## src/rtl/instr_fetch.sv

```systemverilog
// Fetch stage: reads a BYTES-wide instruction one byte per ROM access and hands it to decode.
// Define FETCH_SKIP_NOP_EN to consume all-zero (NOP) instructions inside the stage.
module instr_fetch #(
  parameter int BYTES    = 6,
  parameter int ROM_WAIT = 1,
  parameter int LOG      = 0
) (
  input  logic               CP,
  input  logic               _MR,
  input  logic [7:0]         PCHI,
  input  logic [7:0]         PCLO,
  input  logic               _flush,
  input  logic [7:0]         rom_data,
  input  logic               ir_ready,
  output logic [18:0]        rom_addr,
  output logic [8*BYTES-1:0] IR,
  output logic               ir_valid,
  output logic               pc_next
);

  localparam int IRW = 8 * BYTES;

  // LOG only selects simulation tracing; the synthesizable core carries no trace output
  if (BYTES < 1 || BYTES > 8 || ROM_WAIT < 0 || ROM_WAIT > 15 || LOG < 0 || LOG > 1) begin : g_bad_param
    $error("instr_fetch: BYTES must be 1..8, ROM_WAIT 0..15, LOG 0..1");
  end

  typedef enum logic [1:0] {IDLE, READ, HOLD, SKIP} state_e;

  state_e          state_q, state_d;
  logic [15:0]     pc_base_q, pc_base_d;
  logic [2:0]      byte_idx_q, byte_idx_d;
  logic [3:0]      wcnt_q, wcnt_d;
  logic [IRW-1:0]  ir_q, ir_d;

  always_ff @(posedge CP or negedge _MR) begin
    if (!_MR) begin
      state_q    <= IDLE;
      pc_base_q  <= '0;
      byte_idx_q <= '0;
      wcnt_q     <= '0;
      ir_q       <= '0;
    end else begin
      state_q    <= state_d;
      pc_base_q  <= pc_base_d;
      byte_idx_q <= byte_idx_d;
      wcnt_q     <= wcnt_d;
      ir_q       <= ir_d;
    end
  end

  always_comb begin
    state_d    = state_q;
    pc_base_d  = pc_base_q;
    byte_idx_d = byte_idx_q;
    wcnt_d     = wcnt_q;
    ir_d       = ir_q;
    pc_next    = 1'b0;

    // IDLE re-latches the PC every cycle, including while flush is held low
    if (state_q == IDLE) begin
      pc_base_d  = {PCHI, PCLO};
      byte_idx_d = '0;
      wcnt_d     = '0;
    end

    if (!_flush) begin
      state_d = IDLE;
    end else begin
      case (state_q)
        IDLE: state_d = READ;
        READ: begin
          if (wcnt_q != 4'(ROM_WAIT)) begin
            wcnt_d = wcnt_q + 4'd1;
          end else begin
            wcnt_d = '0;
            ir_d[{byte_idx_q, 3'b000} +: 8] = rom_data;
            if (byte_idx_q == 3'(BYTES - 1)) begin
`ifdef FETCH_SKIP_NOP_EN
              state_d = (ir_d == '0) ? SKIP : HOLD;
`else
              state_d = HOLD;
`endif
            end else begin
              byte_idx_d = byte_idx_q + 3'd1;
            end
          end
        end
        HOLD: begin
          if (ir_ready) begin
            pc_next = 1'b1;
            state_d = IDLE;
          end
        end
        SKIP: begin
          pc_next = 1'b1;
          state_d = IDLE;
        end
        default: state_d = IDLE;
      endcase
    end
  end

  assign rom_addr = {pc_base_q, byte_idx_q};
  assign IR       = ir_q;
  assign ir_valid = (state_q == HOLD);

endmodule

```

## config.mk

```make
export PLATFORM = sky130hd
export DESIGN_NAME = instr_fetch
export DESIGN_NICKNAME = d
export VERILOG_FILES = /design/src/rtl/instr_fetch.sv
export SDC_FILE = /design/constraint.sdc
export NUM_CORES = 1
export LEC_CHECK = 0
export CAP_MARGIN = 20
export CORE_MARGIN = 4
export CORE_UTILIZATION = 47
export DETAILED_ROUTE_END_ITERATION = 10
export GPL_TIMING_DRIVEN = 0
export PLACE_DENSITY = 0.8
export SLEW_MARGIN = 10
export SYNTH_ARGS = -nofsm -noshare
export SYNTH_HDL_FRONTEND = slang
export SYNTH_SLANG_ARGS = --single-unit
export TNS_END_PERCENT = 5
```

## constraint.sdc

```tcl
create_clock -name CP -period 2.8 [get_ports CP]
set_input_delay 0.56 -clock CP [delete_from_list [all_inputs] [get_ports CP]]
set_output_delay 0.56 -clock CP [all_outputs]
set_load 0.02 [all_outputs]
```

==> results.toml, run 1 <==
[sta]
slew_violations = 0
min_period_ps = 2530
finalClockSkew_ps = 7.14
setup_viol = 0
rsz0062_at_grt = "no"
fmax_mhz = 395
maxSlewHeadroom = 0.378
finalHoldViolations = 0
worst_slew_pin_slew_ps = 926
min_period_over_period = 0.905

[clocking]
path_clk_slew_ps = 70
cts_post_setup_buffers_inserted = 0
clock_path_buffers = 2
cts_tree = "yes"
cts.sinks = 73
h-tree-depth = 3
cts-root-buf = "clkbuf_8"
worstSkewPairLatency_ps = 340
cts_resized = 0
postCtsHoldBufs = 0
numCtsBuffers = 9

[critical_path]
start_kind = "input pin"
critPathArrivalTime_ps = 1970
crit_required_ps = 2240
r2r_setup_slack_ps = 300
crit_fanout = 9
endpoint_kind = "primary output"
path_class = "in -> out"
rr_worst_depth = 8
rr_endpoint = "IR[34]$_DFFE_PN0P_"
reg2reg_from = "byte_idx_q[0]$_DFF_PN0_"

[global_routing]
antenna_found_initial = 0
grt_max_degree = 61
grt_pass1_wl_um = 12100
grt_pass1_vias = 2428
grt.overflow.total = 0
grt_use_total = 0.184

[drt]
first_pass_iters = 4
wl_met1_um = 3340
drtIter0Drc = 101
wl_um = 7360
vias_per_cell = 5.30
highest_layer = "met4"
wl_met2_um = 3330
ant_nets = 0
wl_met3_um = 606
wl_per_cell_um = 15.9
vias = 2458
drc_errors = 0

[final_layout]
antenna_cells = 0
fill_cells = 486
area_growth_pct = 39.4
final_nets = 418
fin_cells = 464
utilization = 0.690
drive_gt1_frac = 0.178

[yosys]
ys.flop_type = "dfrtp_1"
yosysTopAreaCell = "dfrtp_1"
yosys.area.top_type_share = 0.568
synth_area_leaders = "dfrtp_1 (57%), mux2_2 (14%), o21ai_0 (3.6%), nand3_1 (3.0%), nand2_1 (2.9%)"
synth_xor_area_frac = 0
syn_area_um2 = 3220
synth_mux_area_frac = 0.150
yosysWarnings = 0
synth_top_family_by_area = "simple AND/OR/NAND/NOR gates"
postSynth.asyncResetShare = 1.00
ys_seq_elements = 73
ys_top_cells_by_count = "dfrtp_1 (73), mux2_2 (41), nand2_1 (25)"
synthSimpleGateAreaFrac = 0.153
syn_inst = 275
synth_fp_nets = 310
synth_fa_ha_area_frac = 0.0272
postSynthAreaPerCell_um2 = 11.7
synth_edf_count = 0
ys_seq_area_frac = 0.568
synth-compound-area-share = 0.0646
ys_types = 34
yosysMostFrequentCell = "dfrtp_1"

[die]
die_w_um = 90.7
initial_utilization = 0.495
num_rows = 29
die-area_um2 = 8230
fp.dieH_um = 90.7
coreArea_um2 = 6490
ios = 97

[flow_run]
cap_violations = 0

[power_and_ir_drop]
powerDensity_nw_per_um2 = 526
ir_drop_mv = 0.270
leakagePower_uw = 0.00201

[place]
hpwl_um = 5460
port_buffers = 96
dpl.cell_count = 449
gp_congestion = 0.801

[worst_hold_path]
min_path_type = "in -> async"

[outcome]
status = "finished, final reports clean"
-- per-layer routing --
layer	track usage	vias up
met3	0.0567	9
met2	0.281	93
met4	0.0689	0
met5	0	-
met1	0.245	1192
li1	-	1164
-- layout by cell type, fill, tap and decap left out, drive strengths merged --
| master | synthesis | layout |
|---|---|---|
| nand4 | 2 | 2 |
| dfrtp | 73 | 73 |
| o21ai | 31 | 31 |
| nor2b | 3 | 3 |
| and4b | 1 | 1 |
| nand2b | 4 | 4 |
| mux2i | 2 | 2 |
| nor2 | 7 | 7 |
| mux2 | 41 | 41 |
| a21o | 2 | 2 |
| buf | 2 | 4 |
| nand2 | 25 | 25 |
| and3b | 1 | 1 |
| and2 | 1 | 1 |
| clkbuf | 8 | 20 |
| inv | 20 | 20 |
| nand4b | 1 | 1 |
| or4 | 1 | 1 |
| nand3 | 19 | 19 |
| a21boi | 1 | 1 |
| ha | 7 | 7 |
| clkinvlp | 0 | 1 |
| nor4 | 3 | 3 |
| o31ai | 3 | 3 |
| nand3b | 1 | 1 |
| and3 | 10 | 10 |
| clkinv | 0 | 2 |
| clkdlybuf4s50 | 0 | 95 |
| or4b | 1 | 1 |
| nor4bb | 1 | 1 |
| nor3 | 4 | 4 |
-- critical path, stage by stage --
cell and delay (ps):
clkdlybuf4s50_1 630, nand2_1 80, nor2_1 90, clkdlybuf4s50_1 610
-- through the flow --
stage | setup TNS [ps] | hold WS (ps) | worst slack [ps] | total power [µW] | area, µm²
3_5_place_dp | 0 | 432 | 30.9 | 1670 | 4300
3_3_place_gp | -95050 | 461 | -1300 | 1660 | 4270
6_report | 0 | 67.9 | 266 | 2360 | 4480
2_1_floorplan | 0 | 264 | 352 | 1410 | 3220
4_1_cts | 0 | 60.7 | 75.4 | 2380 | 4460
5_1_grt | 0 | 64.0 | 68.9 | 2460 | 4480
-- worst max path at each step --
| stage | cells after the start | startpoint | end |
|---|---|---|---|
| floorplan | 8 | byte_idx_q[0]$_DFF_PN0_ | IR[18]$_DFFE_PN0P_ |
| global placement | 1 | _MR | wcnt_q[0]$_DFF_PN0_ |
| detailed placement | 7 | _flush | IR[45]$_DFFE_PN0P_ |
| CTS | 8 | byte_idx_q[0]$_DFF_PN0_ | IR[18]$_DFFE_PN0P_ |
| global route | 8 | byte_idx_q[0]$_DFF_PN0_ | IR[26]$_DFFE_PN0P_ |
| finish | 4 | _flush | pc_next |
-- where the power goes --
group | switching (µW) | internal (µW)
registers | 46.7 | 1130
logic | 228 | 244
clock network | 367 | 339
-- final cells by class --
| type | instances | area (µm²) | share of cell area |
|---|---|---|---|
| Sequential cell | 73 | 1830 | 0.408 |
| Multi-Input combinational cell | 172 | 1290 | 0.287 |
| Timing Repair Buffer | 97 | 986 | 0.220 |
| Clock buffer | 12 | 145 | 0.0324 |
| Tap cell | 77 | 96.3 | 0.0215 |
| Inverter | 20 | 75.1 | 0.0168 |
| Buffer | 10 | 46.3 | 0.0103 |
| Clock inverter | 3 | 17.5 | 0.00391 |
-- cell families after synthesis --
family,after synthesis
AOI/OAI and AO/OA,37
muxes,43
and+or+nand+nor,85
DFF,73
buffers and inverters,30
adders and majority gates,7
-- sequential cells by signal, summed over array words and instances, names as in the netlist --
| name | count |
|---|---|
| IR | 48 |
| byte_idx_q | 3 |
| wcnt_q | 4 |
| pc_base_q | 16 |
| state_q | 2 |
Power figures use the tool's default switching activity.
==> run 2, diff against run 1 <==
--- a/config.mk
+++ b/config.mk
@@ -8,6 +8,7 @@
 export CAP_MARGIN = 20
 export CORE_MARGIN = 4
 export CORE_UTILIZATION = 47
+export CTS_CLUSTER_DIAMETER = 200
 export DETAILED_ROUTE_END_ITERATION = 10
 export GPL_TIMING_DRIVEN = 0
 export PLACE_DENSITY = 0.8
==> results of run 2 <==
Same layout as run 1: the final DEF is identical, and so are final timing and power.
==> run 3, diff against run 2 <==
--- a/config.mk
+++ b/config.mk
@@ -7,11 +7,11 @@
 export LEC_CHECK = 0
 export CAP_MARGIN = 20
 export CORE_MARGIN = 4
-export CORE_UTILIZATION = 47
+export CORE_UTILIZATION = 50
 export CTS_CLUSTER_DIAMETER = 200
 export DETAILED_ROUTE_END_ITERATION = 10
 export GPL_TIMING_DRIVEN = 0
-export PLACE_DENSITY = 0.8
+export PLACE_DENSITY = 0.84
 export SLEW_MARGIN = 10
 export SYNTH_ARGS = -nofsm -noshare
 export SYNTH_HDL_FRONTEND = slang
==> constraint.sdc (replaced) <==
create_clock -name CP -period 3 [get_ports CP]
set_input_delay 0.6 -clock CP [delete_from_list [all_inputs] [get_ports CP]]
set_output_delay 0.6 -clock CP [all_outputs]
set_load 0.02 [all_outputs]
==> run 3 against run 2 <==
  * Total power up 1.7%
  * Clock power up 22%
  * Sequential share of layout area down 0.32 points
  * Routed wire length up 5.7%
  * Largest power group unchanged
==> results.toml, run 3 (synthesized netlist as in run 1, its figures left out) <==
[outcome]
status = "finished, final reports clean"

[clocking]
cts-root-buf = "clkbuf_8"
cts.sinks = 73
path_clk_slew_ps = 80
worstSkewPairLatency_ps = 350
h-tree-depth = 3
cts_post_setup_buffers_inserted = 0
numCtsBuffers = 9
cts_tree = "yes"
clock_path_buffers = 2

[critical_path]
crit_fanout = 10
rr_worst_depth = 8
critPathArrivalTime_ps = 2950
endpoint_kind = "register"
crit_required_ps = 3260
path_class = "reg -> reg"
start_kind = "register"

[final_layout]
final_nets = 418
antenna_cells = 0
utilization = 0.741
largest_register_ffs = 48
fill_cells = 439
final_cell_mix = "clkdlybuf4s50_1 (95), dfrtp_1 (73), mux2_2 (41)"
drive_gt1_frac = 0.178
area_growth_pct = 40.4
fin_cells = 463
mostFrequentLayoutCell = "clkdlybuf4s50_1"

[die]
die_w_um = 88.2
die-area_um2 = 7780
coreArea_um2 = 6100
fp.dieH_um = 88.2
num_rows = 28
ios = 97
initial_utilization = 0.528

[sta]
setup_viol = 0
rsz0062_at_grt = "no"
fmax_mhz = 372
finalClockSkew_ps = 10.7
maxSlewHeadroom = 0.393
worst_slew_pin_slew_ps = 903
tns_ps = 0
slew_violations = 0
finalHoldViolations = 0
min_period_ps = 2690
worst_slack_ps = 312
min_period_over_period = 0.896

[place]
dp_slack_ps = 173
gp_congestion = 0.809
hpwl_um = 5540
dpl.cell_count = 447
port_buffers = 96

[global_routing]
grt_max_degree = 39
grt_pass1_vias = 2569
grt.overflow.total = 0
antenna_found_initial = 0
grt_use_total = 0.212
grt_pass1_wl_um = 12600

[drt]
vias_per_cell = 5.46
drc_errors = 0
drtIter0Drc = 127
ant_nets = 0
vias = 2526
first_pass_iters = 5
wl_per_cell_um = 16.8
wl_um = 7780

[flow_run]
cap_violations = 0

[worst_hold_path]
min_path_type = "in -> async"

[power_and_ir_drop]
powerDensity_nw_per_um2 = 531
p_total_uw = 2400
ir_drop_mv = 0.485
leakagePower_uw = 0.00204
[run 3: power by group]
part           total [µW]  internal, µW  switching, µW
Combinational         436           225            211
Sequential           1100          1060           44.9
Clock                 859           490            369
Total                2400          1770            625
[run 3: worst max-delay path: stages, from the launching register on]
cell and delay [ps]:
dfrtp_1 550, inv_1 150, ha_1 240, ha_1 270
clkbuf_1 260, nand2b_1 110, nor3_1 700, nand3_1 170
o21ai_0 130
[run 3: area by class of cell]
| class | instances | area, µm² | share of cell area |
|---|---|---|---|
| clock inverter | 5 | 78.8 | 0.0175 |
| inverter | 20 | 75.1 | 0.0166 |
| tap | 75 | 93.8 | 0.0208 |
| multi-input combinational | 172 | 1270 | 0.282 |
| clock buffer | 11 | 141 | 0.0313 |
| buffer | 10 | 46.3 | 0.0103 |
| sequential | 73 | 1830 | 0.405 |
| timing repair buffer | 97 | 978 | 0.217 |
[run 3: worst paths after layout]
check,startpoint,to,slack [ps]
worst max-delay path,byte_idx_q[0]$_DFF_PN0_,IR[28]$_DFFE_PN0P_,310
worst min-delay path,_MR,IR[46]$_DFFE_PN0P_,200
max in group asynchronous,_MR,state_q[1]$_DFFE_PN0P_,2230
min in group CP,IR[46]$_DFFE_PN0P_,IR[46]$_DFFE_PN0P_,480
worst max register to register,byte_idx_q[0]$_DFF_PN0_,IR[28]$_DFFE_PN0P_,310
worst min register to register,IR[46]$_DFFE_PN0P_,IR[46]$_DFFE_PN0P_,480
[run 3: per-layer routing]
metal,global-route usage,wire length [µm],vias to the layer above
li1,-,-,1172
met1,0.271,3290,1242
met2,0.341,3630,99
met3,0.0696,702,13
met4,0.0728,150,0
met5,0,0,-
[run 3: timing repair]
action | CTS | global route
hold buffers | 0 | 0
endpoints found under the setup margin | 0 | 3
resized for setup | 0 | 1
[run 3: stage by stage]
stage	hold WS [ps]	area, µm²
after global routing	225	4510
after detailed placement	473	4290
after CTS	211	4510
after global placement	462	4270
after floorplan	304	3220
final	202	4510
